==> src/rtl/uart_pkg.sv <==
// Shared UART definitions for the serialiser and the future receiver.
package uart_pkg;

  typedef enum logic [2:0] {
    StIdle,
    StStart,
    StData,
    StParity,
    StStop
  } uart_state_e;

  localparam logic [1:0] PAR_NONE = 2'b00;
  localparam logic [1:0] PAR_EVEN = 2'b01;
  localparam logic [1:0] PAR_ODD  = 2'b10;

  localparam int unsigned MaxDataW = 32;

  // Callers zero-extend narrower codewords; padding does not change the XOR.
  function automatic logic parity_bit(input logic [MaxDataW-1:0] data, input logic [1:0] mode);
    logic p;
    p = ^data;
    return (mode == PAR_ODD) ? ~p : p;
  endfunction

endpackage

==> src/rtl/uart_baud_tick.sv <==
// Bit-period counter: tick_o is high on the last clock of each line bit.
module uart_baud_tick #(
  parameter int unsigned CLKS_PER_BIT = 1
) (
  input  logic clk_i,
  input  logic rst_ni,
  input  logic restart_i,
  output logic tick_o
);

  localparam int unsigned CntW = (CLKS_PER_BIT > 1) ? $clog2(CLKS_PER_BIT) : 1;
  localparam logic [CntW-1:0] CntMax = CntW'(CLKS_PER_BIT - 1);

  logic [CntW-1:0] cnt_q, cnt_d;

  assign tick_o = (cnt_q == CntMax);

  always_comb begin
    cnt_d = cnt_q + CntW'(1);
    if (restart_i || tick_o) begin
      cnt_d = '0;
    end
  end

  always_ff @(posedge clk_i or negedge rst_ni) begin
    if (!rst_ni) begin
      cnt_q <= '0;
    end else begin
      cnt_q <= cnt_d;
    end
  end

endmodule

==> src/rtl/uart_tx_param.sv <==
// Parametrised UART serialiser with a one-entry holding register for gapless frames.
module uart_tx_param
  import uart_pkg::*;
#(
  parameter int unsigned DATA_W       = 15,
  parameter int unsigned CLKS_PER_BIT = 1,
  parameter int unsigned STOP_BITS    = 1,
  parameter bit          MSB_FIRST    = 1'b1
) (
  input  logic              clk_tx,
  input  logic              rst_n_tx,
  input  logic [DATA_W-1:0] tx_data,
  input  logic              tx_valid,
  input  logic [1:0]        parity_mode,
  output logic              tx_ready,
  output logic              tx_out,
  output logic              tx_busy,
  output logic              frame_done
);

  localparam int unsigned IdxW = (DATA_W > 1) ? $clog2(DATA_W) : 1;

  uart_state_e       state_q, state_d;
  logic [DATA_W-1:0] hold_data_q, hold_data_d;
  logic [1:0]        hold_par_q, hold_par_d;
  logic              hold_full_q, hold_full_d;
  logic [DATA_W-1:0] shift_q, shift_d;
  logic [1:0]        par_mode_q, par_mode_d;
  logic [IdxW-1:0]   bit_idx_q, bit_idx_d;
  logic              loaded_q, loaded_d;
  logic              tx_out_q, tx_out_d;

  logic                tick, restart, hs, take_hold, par_en;
  logic [DATA_W-1:0]   data_ord;
  logic [MaxDataW-1:0] par_data;

  uart_baud_tick #(
    .CLKS_PER_BIT(CLKS_PER_BIT)
  ) u_baud (
    .clk_i    (clk_tx),
    .rst_ni   (rst_n_tx),
    .restart_i(restart),
    .tick_o   (tick)
  );

  assign tx_ready = ~hold_full_q;
  assign tx_busy  = (state_q != StIdle);
  assign tx_out   = tx_out_q;
  assign hs       = tx_valid & ~hold_full_q;
  assign par_en   = (par_mode_q == PAR_EVEN) || (par_mode_q == PAR_ODD);
  // Held at zero while idle, and zeroed on every state change.
  assign restart  = (state_q == StIdle) || (state_d != state_q);

  // Reorder so transmit order always walks index 0 upwards.
  always_comb begin
    for (int i = 0; i < int'(DATA_W); i++) begin
      data_ord[i] = MSB_FIRST ? shift_q[DATA_W-1-i] : shift_q[i];
    end
    par_data = '0;
    par_data[DATA_W-1:0] = shift_q;
  end

  always_comb begin
    state_d     = state_q;
    hold_data_d = hold_data_q;
    hold_par_d  = hold_par_q;
    shift_d     = shift_q;
    par_mode_d  = par_mode_q;
    bit_idx_d   = bit_idx_q;
    loaded_d    = loaded_q;
    take_hold   = 1'b0;
    frame_done  = 1'b0;

    unique case (state_q)
      StIdle: begin
        if (loaded_q) begin
          state_d  = StStart;
          loaded_d = 1'b0;
        end else if (hold_full_q) begin
          take_hold = 1'b1;
          loaded_d  = 1'b1;
        end
      end
      StStart: begin
        if (tick) begin
          state_d   = StData;
          bit_idx_d = '0;
        end
      end
      StData: begin
        if (tick) begin
          if (bit_idx_q == IdxW'(DATA_W - 1)) begin
            bit_idx_d = '0;
            state_d   = par_en ? StParity : StStop;
          end else begin
            bit_idx_d = bit_idx_q + IdxW'(1);
          end
        end
      end
      StParity: begin
        if (tick) begin
          state_d = StStop;
        end
      end
      StStop: begin
        if (tick) begin
          if (bit_idx_q == IdxW'(STOP_BITS - 1)) begin
            frame_done = 1'b1;
            bit_idx_d  = '0;
            if (hold_full_q) begin
              take_hold = 1'b1;
              state_d   = StStart;
            end else begin
              state_d = StIdle;
            end
          end else begin
            bit_idx_d = bit_idx_q + IdxW'(1);
          end
        end
      end
      default: state_d = StIdle;
    endcase

    if (take_hold) begin
      shift_d    = hold_data_q;
      par_mode_d = hold_par_q;
    end
    if (hs) begin
      hold_data_d = tx_data;
      hold_par_d  = parity_mode;
    end
    hold_full_d = (hold_full_q & ~take_hold) | hs;

    // Line value for the state being entered, so tx_out comes straight from a flop.
    unique case (state_d)
      StStart:  tx_out_d = 1'b0;
      StData:   tx_out_d = data_ord[bit_idx_d];
      StParity: tx_out_d = parity_bit(par_data, par_mode_q);
      default:  tx_out_d = 1'b1;
    endcase
  end

  always_ff @(posedge clk_tx or negedge rst_n_tx) begin
    if (!rst_n_tx) begin
      state_q     <= StIdle;
      hold_data_q <= '0;
      hold_par_q  <= PAR_NONE;
      hold_full_q <= 1'b0;
      shift_q     <= '0;
      par_mode_q  <= PAR_NONE;
      bit_idx_q   <= '0;
      loaded_q    <= 1'b0;
      tx_out_q    <= 1'b1;
    end else begin
      state_q     <= state_d;
      hold_data_q <= hold_data_d;
      hold_par_q  <= hold_par_d;
      hold_full_q <= hold_full_d;
      shift_q     <= shift_d;
      par_mode_q  <= par_mode_d;
      bit_idx_q   <= bit_idx_d;
      loaded_q    <= loaded_d;
      tx_out_q    <= tx_out_d;
    end
  end

endmodule

==> config.mk <==
export PLATFORM = sky130hd
export DESIGN_NAME = uart_tx_param
export DESIGN_NICKNAME = d
export VERILOG_FILES = /design/src/rtl/uart_pkg.sv /design/src/rtl/uart_baud_tick.sv /design/src/rtl/uart_tx_param.sv
export SDC_FILE = /design/constraint.sdc
export NUM_CORES = 1
export LEC_CHECK = 0
export CAP_MARGIN = 40
export CORE_MARGIN = 2
export CORE_UTILIZATION = 50
export DETAILED_ROUTE_END_ITERATION = 16
export GPL_TIMING_DRIVEN = 0
export PLACE_DENSITY = 0.71
export SLEW_MARGIN = 20
export SYNTH_ARGS = -nofsm -noshare
export SYNTH_HDL_FRONTEND = slang
export SYNTH_HIERARCHICAL = 1
export SYNTH_SLANG_ARGS = --single-unit
==> constraint.sdc <==
create_clock -name clk_tx -period 3.1 [get_ports clk_tx]
set_clock_uncertainty 0.2 [all_clocks]
set_input_delay 0.775 -clock clk_tx [delete_from_list [all_inputs] [get_ports clk_tx]]
set_output_delay 0.775 -clock clk_tx [all_outputs]
set_load 0.02 [all_outputs]
==> results of run 1 <==
-- metal layers --
metal / wire, microns / vias up
li1: - / 790
met4: 44 / 0
met2: 2060 / 40
met1: 2100 / 829
met3: 154 / 5
met5: 0 / -
-- cell type report --
class                      instances  area (sq um)
inverter                          10          37.5
sequential                        45          1130
fill                             379          1870
clock buffer                       7          76.3
multi-input combinational        140          1170
clock inverter                     1          7.51
buffer                             9          61.3
tap                               54          67.6
timing repair buffer              25           248
-- layout by cell type (no fill, tap or decap), drive strengths merged, types with 8 or more instances in the layout --
cell            n
a21oi           8
clkbuf         10
dfrtp          44
buf            10
xnor2          14
inv            10
nor2           11
nand2           8
o21ai           8
clkdlybuf4s50  21
mux2           35
-- power by group through the flow --
stage	registers, mW	logic [mW]	clock network [mW]
after floorplan	1.07	1.50	0
after global placement	1.12	1.81	0
after detailed placement	1.14	1.84	0
after CTS	1.13	1.86	0.357
after global routing	1.17	2.03	0.379
final	1.12	1.87	0.345
-- flip-flops by register name (all words and copies together), names as in the netlist, 2 cells and up --
register	cells
hold_data_q	15
shift_q	15
bit_idx_q	4
state_q	3
hold_par_q	2
par_mode_q	2
-- critical path, stage by stage (launching register included) --
cell      delay [ns]
dfrtp_1         0.39
buf_2           0.19
inv_2           0.15
ha_1            0.17
nor3b_4         0.26
nand2_1         0.08
nor2_1          0.21
clkbuf_2        0.21
-- how the worst min path moves through the flow --
stage | from | endpoint | cells after the start
after floorplan | loaded_q | loaded_q | 2
after global placement | hold_data_q[14] | hold_data_q[14] | 1
after detailed placement | hold_data_q[3] | shift_q[3] | 1
after CTS | rst_n_tx | hold_data_q[11] | 1
after global routing | rst_n_tx | hold_data_q[11] | 1
final | rst_n_tx | hold_data_q[11] | 1
-- per-stage QoR --
| stage | setup WS [ns] | TNS, ns | total power [mW] | std cells |
|---|---|---|---|---|
| after floorplan | 0.414 | 0 | 2.57 | 204 |
| after global placement | -0.148 | -6.44 | 2.93 | 281 |
| after detailed placement | -0.0747 | -0.0747 | 2.97 | 282 |
| after CTS | 0.0154 | 0 | 3.34 | 290 |
| after global routing | 0.0569 | 0 | 3.58 | 291 |
| final | 0.171 | 0 | 3.33 | 291 |
-- repair_timing --
action,in CTS,in global routing
setup endpoints to repair,10,1
gates resized for setup,3,2
buffers inserted,0,0
==> Flow_metrics.wiki, run 1 <==
{| class="wikitable"
! Metric !! Value
|-
| End of the worst register-to-register path || tx_out
|-
| Detail Route Antenna Nets || 0
|-
| Worst reg2reg startpoint || bit_idx_q[0]
|-
| Critical path fanouts, max || 8
|-
| Setup repair after global routing missed its margin || false
|-
| Met2 capacity usage during global routing || 0.277
|-
| Type of the worst setup path || reg -> out
|-
| Core occupancy in the finished layout || 0.599
|-
| Total routed wirelength || between 4000 and 5000 microns
|-
| Total placed instance area || 2700 sq um
|-
| Post-layout nets || 260
|-
| Setup-violating endpoint count in the final report || 0
|-
| Kind of path behind the tightest hold check || in -> async
|-
| Endpoint of the most critical setup path || frame_done
|-
| Synthesis-to-finish area growth || 17.0%
|-
| Time the worst path needs with I/O delays and setup || 2.93 ns
|-
| Vias per inst || 5.72
|-
| Worst Setup Start Kind || flip-flop
|-
| Number of remaining DRC errors || 0
|-
| Slew headroom || 0.628
|-
| Antenna diode instance count || 0
|-
| Final instance area || approximately 2800 sq um
|-
| Height of the chip || 73.1 microns
|-
| Cell Int Power || 2.04 mW
|-
| Port Buf Inserts || 23
|-
| Slew at the pin closest to its max-slew limit || between 0.5 and 0.6 ns
|-
| Setup slack on the worst flop-to-flop path || 0.29 ns
|-
| CTS Buf Count || 5
|-
| Clock Tree Buf Depth || 2
|-
| Busiest layer in global routing || met2
|-
| Part of the total power dissipated in sequential elements || 0.337
|-
| Reg2reg path depth || 10
|-
| Detailed-route wire length per cell || about 15 microns
|-
| Detailed Routing Iterations Pass 1 || 4
|-
| Net count of the mapped netlist || 228
|-
| Die extent in x || 73.1 microns
|-
| Arrival time of the worst setup path || ~2.0 ns
|-
| Crit path required time || 2.12 ns
|-
| Max cap viols || 0
|-
| Clock Tree Root || clkbuf_8
|-
| Worst-case vdd ir drop || 0.000578 V
|-
| Global-route met3 utilization || 0.0290
|-
| Starting utilization of the core area || 0.512
|-
| Gp weighted congestion || 0.892
|-
| TritonCTS clock tree || yes
|-
| Power share of the clock group || 0.103
|-
| Die area || 5340 sq um
|-
| Antenna violations before repair || 0
|-
| Share of post-route cells with drive strength above 1 || 0.278
|-
| Number of primary I/O pins || 24
|-
| Final worst hold slack || 0.210 ns
|-
| Clock latency at the later pin of the worst-skew pair || 0.29 ns
|-
| Cells after synthesis || slightly above 200
|-
| Detail Placement HPWL || 3260 microns
|-
| Hold buffer count at CTS || 0
|-
| Proportion of power drawn by combinational gates || 0.560
|-
| Post-synthesis average cell area || 11.7 sq um
|-
| Start point of the critical path || bit_idx_q[0]
|-
| Global-route total usage across every layer || 0.179
|-
| Number of H-tree levels || 2
|-
| Netlist area before placement || 2390 sq um
|-
| Via count || 1,664
|-
| Leakage power summed over all cells || roughly 1.2 nW
|-
| Row count || 25
|-
| Number of global-route vias before repair || 1,597
|-
| Final number of hold-violating endpoints || 0
|-
| Total core area || ~4700 sq um
|-
| Pins over their slew limit || 0
|-
| Clock transition at the registers of the reported paths || ~0.080 ns
|-
| First-pass GRT wire length || 7460 microns
|-
| TritonCTS Sinks || 45
|-
| Share of total power consumed by net switching || 0.389
|-
| Period utilization || 0.945
|-
| Power density of the placed cells || 1190 nW/um^2
|-
| Iteration-0 DRC Markers || 88
|-
| Critical Path End Type || output port
|-
| Global-route track usage on met1 || 0.260
|-
| Grt ovf || 0
|-
| Largest net degree at the start of global routing || 30
|-
| Run status || complete, no violations
|-
| Highest clock frequency the design can meet || 341 MHz
|-
| Reported net switching power || 1.30 mW
|-
| Syn. warnings || 6
|}
Note: power is estimated with default switching activity, not from simulation.
==> run 2: changes to the inputs <==
--- a/config.mk
+++ b/config.mk
@@ -11,6 +11,7 @@
 export DETAILED_ROUTE_END_ITERATION = 16
 export GPL_TIMING_DRIVEN = 0
 export PLACE_DENSITY = 0.71
+export SETUP_SLACK_MARGIN = 0.15
 export SLEW_MARGIN = 20
 export SYNTH_ARGS = -nofsm -noshare
 export SYNTH_HDL_FRONTEND = slang
==> run 2 against run 1 <==
Against the previous run:
- first-iteration DRC count down 3.4%
- non-clock buffer count up 1
- worst setup slack better by 0.10 ns
- clock power about the same
- total power up 0.54%
- critical path type is now reg -> reg
- largest cell class unchanged
- highest routed layer unchanged
==> Flow_metrics.wiki, run 2 (same netlist as run 1, synthesis figures left out) <==
{| class="wikitable"
! Metric !! Value
|-
| Core occupancy in the finished layout || 0.602
|-
| Part of the total power dissipated in sequential elements || 0.335
|-
| Total routed wirelength || 4360 microns
|-
| Total power || 3.35 mW
|-
| Global-route total usage across every layer || 0.179
|-
| Final worst hold slack || around 0.21 ns
|-
| Clock latency at the later pin of the worst-skew pair || 0.29 ns
|-
| Worst-case vdd ir drop || 0.000576 V
|-
| Most common cell after layout, fill and taps aside || dfrtp_1
|-
| Final setup margin || 0.273 ns
|-
| Start point of the critical path || bit_idx_q[0]
|-
| Detail Placement HPWL || between 3000 and 4000 microns
|-
| Final number of hold-violating endpoints || 0
|-
| Period utilization || 0.912
|-
| Critical path fanouts, max || 10
|-
| Number of H-tree levels || 2
|-
| Reported net switching power || 1.30 mW
|-
| Height of the chip || 73.1 microns
|-
| Detailed-route wire length per cell || ~15 microns
|-
| Reg2reg path depth || 11
|-
| Iteration-0 DRC Markers || 85
|-
| Power density of the placed cells || between 1000 and 1500 nW/um^2
|-
| Kind of path behind the tightest hold check || in -> async
|-
| Arrival time of the worst setup path || approximately 2.8 ns
|-
| Synthesis-to-finish area growth || 17.5%
|-
| Layout fillers || 375
|-
| CTS Buf Count || 5
|-
| Post-layout nets || approximately 260
|-
| Worst Setup Start Kind || flip-flop
|-
| Clock transition at the registers of the reported paths || ~0.08 ns
|-
| End of the worst register-to-register path || tx_out
|-
| First-pass GRT wire length || 7460 microns
|-
| Final Instance Count excl. Fillers || 292
|-
| Antenna diode instance count || 0
|-
| Number of remaining DRC errors || 0
|-
| Biggest regs || hold_data_q: 15 flops, shift_q: 15 flops, bit_idx_q: 4 flops
|-
| Post-route setup TNS || 0 ns
|-
| Setup slack on the worst flop-to-flop path || 0.27 ns
|-
| Worst reg2reg startpoint || bit_idx_q[0]
|-
| Clock Tree Root || clkbuf_8
|-
| Slew at the pin closest to its max-slew limit || 0.558 ns
|-
| Setup-violating endpoint count in the final report || 0
|-
| Largest net degree at the start of global routing || 30
|-
| Cell Int Power || ~2.0 mW
|-
| Gp weighted congestion || 0.892
|-
| TritonCTS Sinks || 45
|-
| Slew headroom || 0.628
|-
| Vias per inst || 5.69
|-
| Via count || around 1,700
|-
| Total core area || between 4000 and 5000 sq um
|-
| Antenna violations before repair || 0
|-
| Setup repair after global routing missed its margin || false
|-
| Detailed Routing Iterations Pass 1 || 4
|-
| Total placed instance area || 2700 sq um
|-
| TritonCTS clock tree || yes
|-
| Grt ovf || 0
|-
| Run status || complete, no violations
|-
| Share of post-route cells with drive strength above 1 || 0.286
|-
| Die extent in x || about 73 microns
|-
| Port Buf Inserts || 23
|-
| Dpl cells || ~280
|-
| Max cap viols || 0
|-
| Time the worst path needs with I/O delays and setup || 2.83 ns
|-
| Type of the worst setup path || reg -> reg
|-
| Number of primary I/O pins || 24
|-
| Starting utilization of the core area || 0.512
|-
| Most used cells in the layout excluding fill and tap cells || dfrtp_1 (44), mux2_2 (34), clkdlybuf4s50_1 (21)
|-
| Leakage power summed over all cells || 1.18 nW
|-
| Number of global-route vias before repair || ~1,600
|-
| Worst Setup Slack post-DPL || -0.0747 ns
|-
| Clock Tree Buf Depth || 2
|-
| Detail Route Antenna Nets || 0
|-
| Final instance area || ~2800 sq um
|-
| Highest clock frequency the design can meet || 354 MHz
|-
| Hold buffer count at CTS || 0
|-
| Pins over their slew limit || 0
|-
| Proportion of power drawn by combinational gates || 0.562
|-
| Die area || roughly 5300 sq um
|-
| Power share of the clock group || 0.103
|-
| Share of total power consumed by net switching || 0.388
|-
| Row count || 25
|-
| Crit path required time || between 3 and 4 ns
|-
| Critical Path End Type || flip-flop
|}
==> run 2: cell count changes in the layout (fill, tap and decap cells not counted), sizes merged <==
cell    change
clkbuf      -1
buf         +2
==> run 2: cell type report <==
cell class,count,area [sq um],area share
plain buffers,9,61.3,0.0219
clock buffers,7,76.3,0.0272
clock inverters,1,7.51,0.00268
inverters,10,40.0,0.0143
multi-input cells,140,1170,0.417
flip-flops and latches,45,1130,0.402
well taps,54,67.6,0.0241
repair buffers,26,255,0.0910
==> run 2: worst max-delay path by stage <==
stage	to	slack [ns]	cells past startpoint
finish	tx_out	0.27	11
global route	tx_out	0.16	11
CTS	shift_q[12]	0.07	9
detailed placement	frame_done	-0.07	7
global placement	hold_data_q[1]	-0.15	1
floorplan	par_mode_q[1]	0.41	9
==> run 2: metal layers <==
metal | share of wire | global-route usage | vias up | wire length, microns
li1 | - | - | 793 | -
met2 | 0.47 | 0.277 | 46 | 2060
met1 | 0.47 | 0.260 | 818 | 2060
met3 | 0.044 | 0.0290 | 5 | 191
met4 | 0.010 | 0.0535 | 0 | 44
met5 | 0 | 0 | - | 0
==> run 2: power groups by stage <==
stage / clock network (mW) / logic (mW) / registers (mW)
floorplan: 0 / 1.50 / 1.07
global placement: 0 / 1.81 / 1.12
detailed placement: 0 / 1.84 / 1.14
CTS: 0.357 / 1.86 / 1.13
global route: 0.379 / 2.05 / 1.17
finish: 0.345 / 1.89 / 1.12
==> run 2: critical path, stage by stage (launching register included) <==
cell and delay (ns):
dfrtp_1 0.39, buf_2 0.20, inv_4 0.12, ha_1 0.16
nor3b_4 0.21, buf_4 0.15, o22ai_4 0.12, a31o_2 0.32
or2_2 0.27, a211oi_1 0.21, a211oi_1 0.09, a311o_1 0.31
==> run 2: repair_timing <==
item,in CTS,in global routing
resized for setup,5,3
endpoints found under the setup margin,10,1
setup buffers,0,1
==> run 3: changes to the inputs <==
==> constraint.sdc (replaced) <==
create_clock -name clk_tx -period 3.07 [get_ports clk_tx]
set_clock_uncertainty 0.2 [all_clocks]
set_input_delay 0.7675 -clock clk_tx [delete_from_list [all_inputs] [get_ports clk_tx]]
set_output_delay 0.7675 -clock clk_tx [all_outputs]
set_load 0.02 [all_outputs]
==> run 3 against run 2 <==
Against the previous run:
- first-iteration DRC count is 8.2% lower
- count of clock-buffer cells in the layout stayed put
- die area stayed put
- sequential share of layout area is 0.072 points lower
- worst setup slack better by 0.0051 ns
- cell area is 0.18% higher
- critical path depth stayed put
- non-clock buffer count stayed put
==> Flow_metrics.wiki, run 3 (same netlist as run 1, synthesis figures left out) <==
{| class="wikitable"
! Metric !! Value
|-
| Run status || complete, no violations
|-
| Grt ovf || 0
|-
| Worst-case vdd ir drop || about 0.00058 V
|-
| Layout fillers || 374
|-
| First-pass GRT wire length || 7460 microns
|-
| Final Instance Count excl. Fillers || 292
|-
| Antenna violations before repair || 0
|-
| Slew at the pin closest to its max-slew limit || 0.558 ns
|-
| Clock transition at the registers of the reported paths || around 0.080 ns
|-
| Most common cell after layout, fill and taps aside || dfrtp_1
|-
| Number of H-tree levels || 2
|-
| Chain of cells forming the critical path || buf_2 -> inv_4 -> ha_1 -> nor3b_4 -> buf_4 -> o22ai_4 -> a31o_2 -> or2_2 -> a211oi_2 -> a211oi_1 -> a311o_1
|-
| Number of global-route vias before repair || approximately 1,600
|-
| Power density of the placed cells || 1210 nW/um^2
|-
| Port Buf Inserts || 23
|-
| Worst reg2reg startpoint || bit_idx_q[0]
|-
| Crit path required time || 3.08 ns
|-
| Final worst hold slack || slightly above 0.2 ns
|-
| Antenna diode instance count || 0
|-
| Via count || 1,660
|-
| Biggest regs || hold_data_q: 15 flops, shift_q: 15 flops, bit_idx_q: 4 flops
|-
| Die extent in x || 73.1 microns
|-
| Max cap viols || 0
|-
| Iteration-0 DRC Markers || between 70 and 80
|-
| Share of total power consumed by net switching || 0.388
|-
| Critical path fanouts, max || 10
|-
| Vias per inst || 5.68
|-
| Part of the total power dissipated in sequential elements || 0.334
|-
| Cell with the largest stage delay on the worst path || dfrtp_1
|-
| Total routed wirelength || 4350 microns
|-
| Largest net degree at the start of global routing || 30
|-
| Total core area || 4660 sq um
|-
| Slew headroom || 0.628
|-
| Starting utilization of the core area || 0.512
|-
| Leakage power summed over all cells || 1.18 nW
|-
| Dpl cells || 282
|-
| Reg2reg path depth || 11
|-
| Hold buffer count at CTS || 0
|-
| Row count || 25
|-
| Maximum single-stage delay on the critical path || 0.39 ns
|-
| Clock Tree Buf Depth || 2
|-
| Kind of path behind the tightest hold check || in -> async
|-
| TritonCTS Sinks || 45
|-
| Gp weighted congestion || slightly below 0.9
|-
| Power share of the clock group || 0.102
|-
| Share of post-route cells with drive strength above 1 || 0.290
|-
| CTS Buf Count || 5
|-
| Worst Setup Start Kind || flip-flop
|-
| Height of the chip || around 73 microns
|-
| Total placed instance area || 2700 sq um
|-
| TritonCTS clock tree || yes
|-
| Detail Placement HPWL || 3260 microns
|-
| Setup slack on the worst flop-to-flop path || 0.28 ns
|-
| Number of primary I/O pins || 24
|-
| Final instance area || 2810 sq um
|-
| Setup repair after global routing missed its margin || false
|-
| Detailed-route wire length per cell || 14.9 microns
|-
| Detailed Routing Iterations Pass 1 || 4
|-
| Synthesis-to-finish area growth || 17.7%
|-
| Critical Path End Type || flip-flop
|-
| Cell Int Power || 2.07 mW
|-
| Pins over their slew limit || 0
|-
| Setup-violating endpoint count in the final report || 0
|-
| Proportion of power drawn by combinational gates || 0.563
|-
| Type of the worst setup path || reg -> reg
|-
| Period utilization || 0.909
|-
| Highest clock frequency the design can meet || between 300 and 400 MHz
|-
| Detail Route Antenna Nets || 0
|-
| End of the worst register-to-register path || tx_out
|-
| Die area || about 5300 sq um
|-
| Time the worst path needs with I/O delays and setup || 2.79 ns
|-
| Arrival time of the worst setup path || 2.80 ns
|-
| Clock latency at the later pin of the worst-skew pair || a little under 0.3 ns
|-
| Reported net switching power || 1.32 mW
|-
| Post-layout nets || 261
|-
| Global-route total usage across every layer || 0.179
|-
| Most used cells in the layout excluding fill and tap cells || dfrtp_1 (44), mux2_2 (34), clkdlybuf4s50_1 (21)
|-
| Clock Tree Root || clkbuf_8
|-
| Number of remaining DRC errors || 0
|-
| Final number of hold-violating endpoints || 0
|}
==> run 3: cell types whose count changed in the layout (fill, tap and decap cells not counted) <==
| cell | before | now |
|---|---|---|
| a211oi_1 | 4 | 3 |
| a211oi_2 | 0 | 1 |
==> run 3: worst max-delay path, delay by kind of cell (launching register included) <==
kind            cells  cell delay, ns
compound gates      5            1.00
simple gates        2            0.50
buf+inv             3            0.47
flops               1            0.39
fa+ha+maj           1            0.16
==> run 3: worst max-delay path by stage <==
| stage | startpoint | to | slack [ns] | depth (start not counted) |
|---|---|---|---|---|
| floorplan | bit_idx_q[0] | par_mode_q[1] | 0.38 | 9 |
| global placement | rst_n_tx | hold_data_q[1] | -0.17 | 1 |
| detailed placement | bit_idx_q[0] | frame_done | -0.1 | 7 |
| CTS | bit_idx_q[0] | shift_q[12] | 0.04 | 9 |
| global route | bit_idx_q[0] | tx_out | 0.15 | 10 |
| finish | bit_idx_q[0] | tx_out | 0.28 | 11 |
==> run 3: timing repair <==
| action | CTS | global route |
|---|---|---|
| endpoints found under the setup margin | 11 | 2 |
| buffers inserted | 0 | 1 |
| resized for setup | 5 | 4 |
==> run 3: power groups by stage <==
| stage | clock, mW | combinational (mW) | sequential, mW |
|---|---|---|---|
| 2_1_floorplan | 0 | 1.51 | 1.08 |
| 3_3_place_gp | 0 | 1.83 | 1.14 |
| 3_5_place_dp | 0 | 1.86 | 1.15 |
| 4_1_cts | 0.360 | 1.88 | 1.14 |
| 5_1_grt | 0.383 | 2.08 | 1.18 |
| 6_report | 0.347 | 1.91 | 1.13 |
==> run 3: layout make-up <==
type | instances | area (sq um) | share of cell area
clock buffers | 7 | 76.3 | 0.0272
multi-input cells | 140 | 1170 | 0.418
clock inverters | 1 | 7.51 | 0.00267
repair buffers | 26 | 255 | 0.0908
flip-flops and latches | 45 | 1130 | 0.401
inverters | 10 | 40.0 | 0.0142
well taps | 54 | 67.6 | 0.0240
plain buffers | 9 | 61.3 | 0.0218
==> run 3: through the flow <==
step	total power, mW	setup slack, ns	TNS, ns	util
finish	3.39	0.278	0	0.603
global route	3.64	0.150	0	0.603
CTS	3.37	0.0384	0	0.599
detailed placement	3.00	-0.0972	-0.180	0.579
global placement	2.96	-0.170	-7.45	0.576
floorplan	2.59	0.384	0	-
==> run 3: layer usage <==
| layer | part of all wire | vias up | global-route usage |
|---|---|---|---|
| li1 | - | 794 | - |
| met1 | 0.48 | 819 | 0.260 |
| met2 | 0.47 | 42 | 0.277 |
| met3 | 0.036 | 5 | 0.0290 |
| met4 | 0.010 | 0 | 0.0535 |
| met5 | 0 | - | 0 |
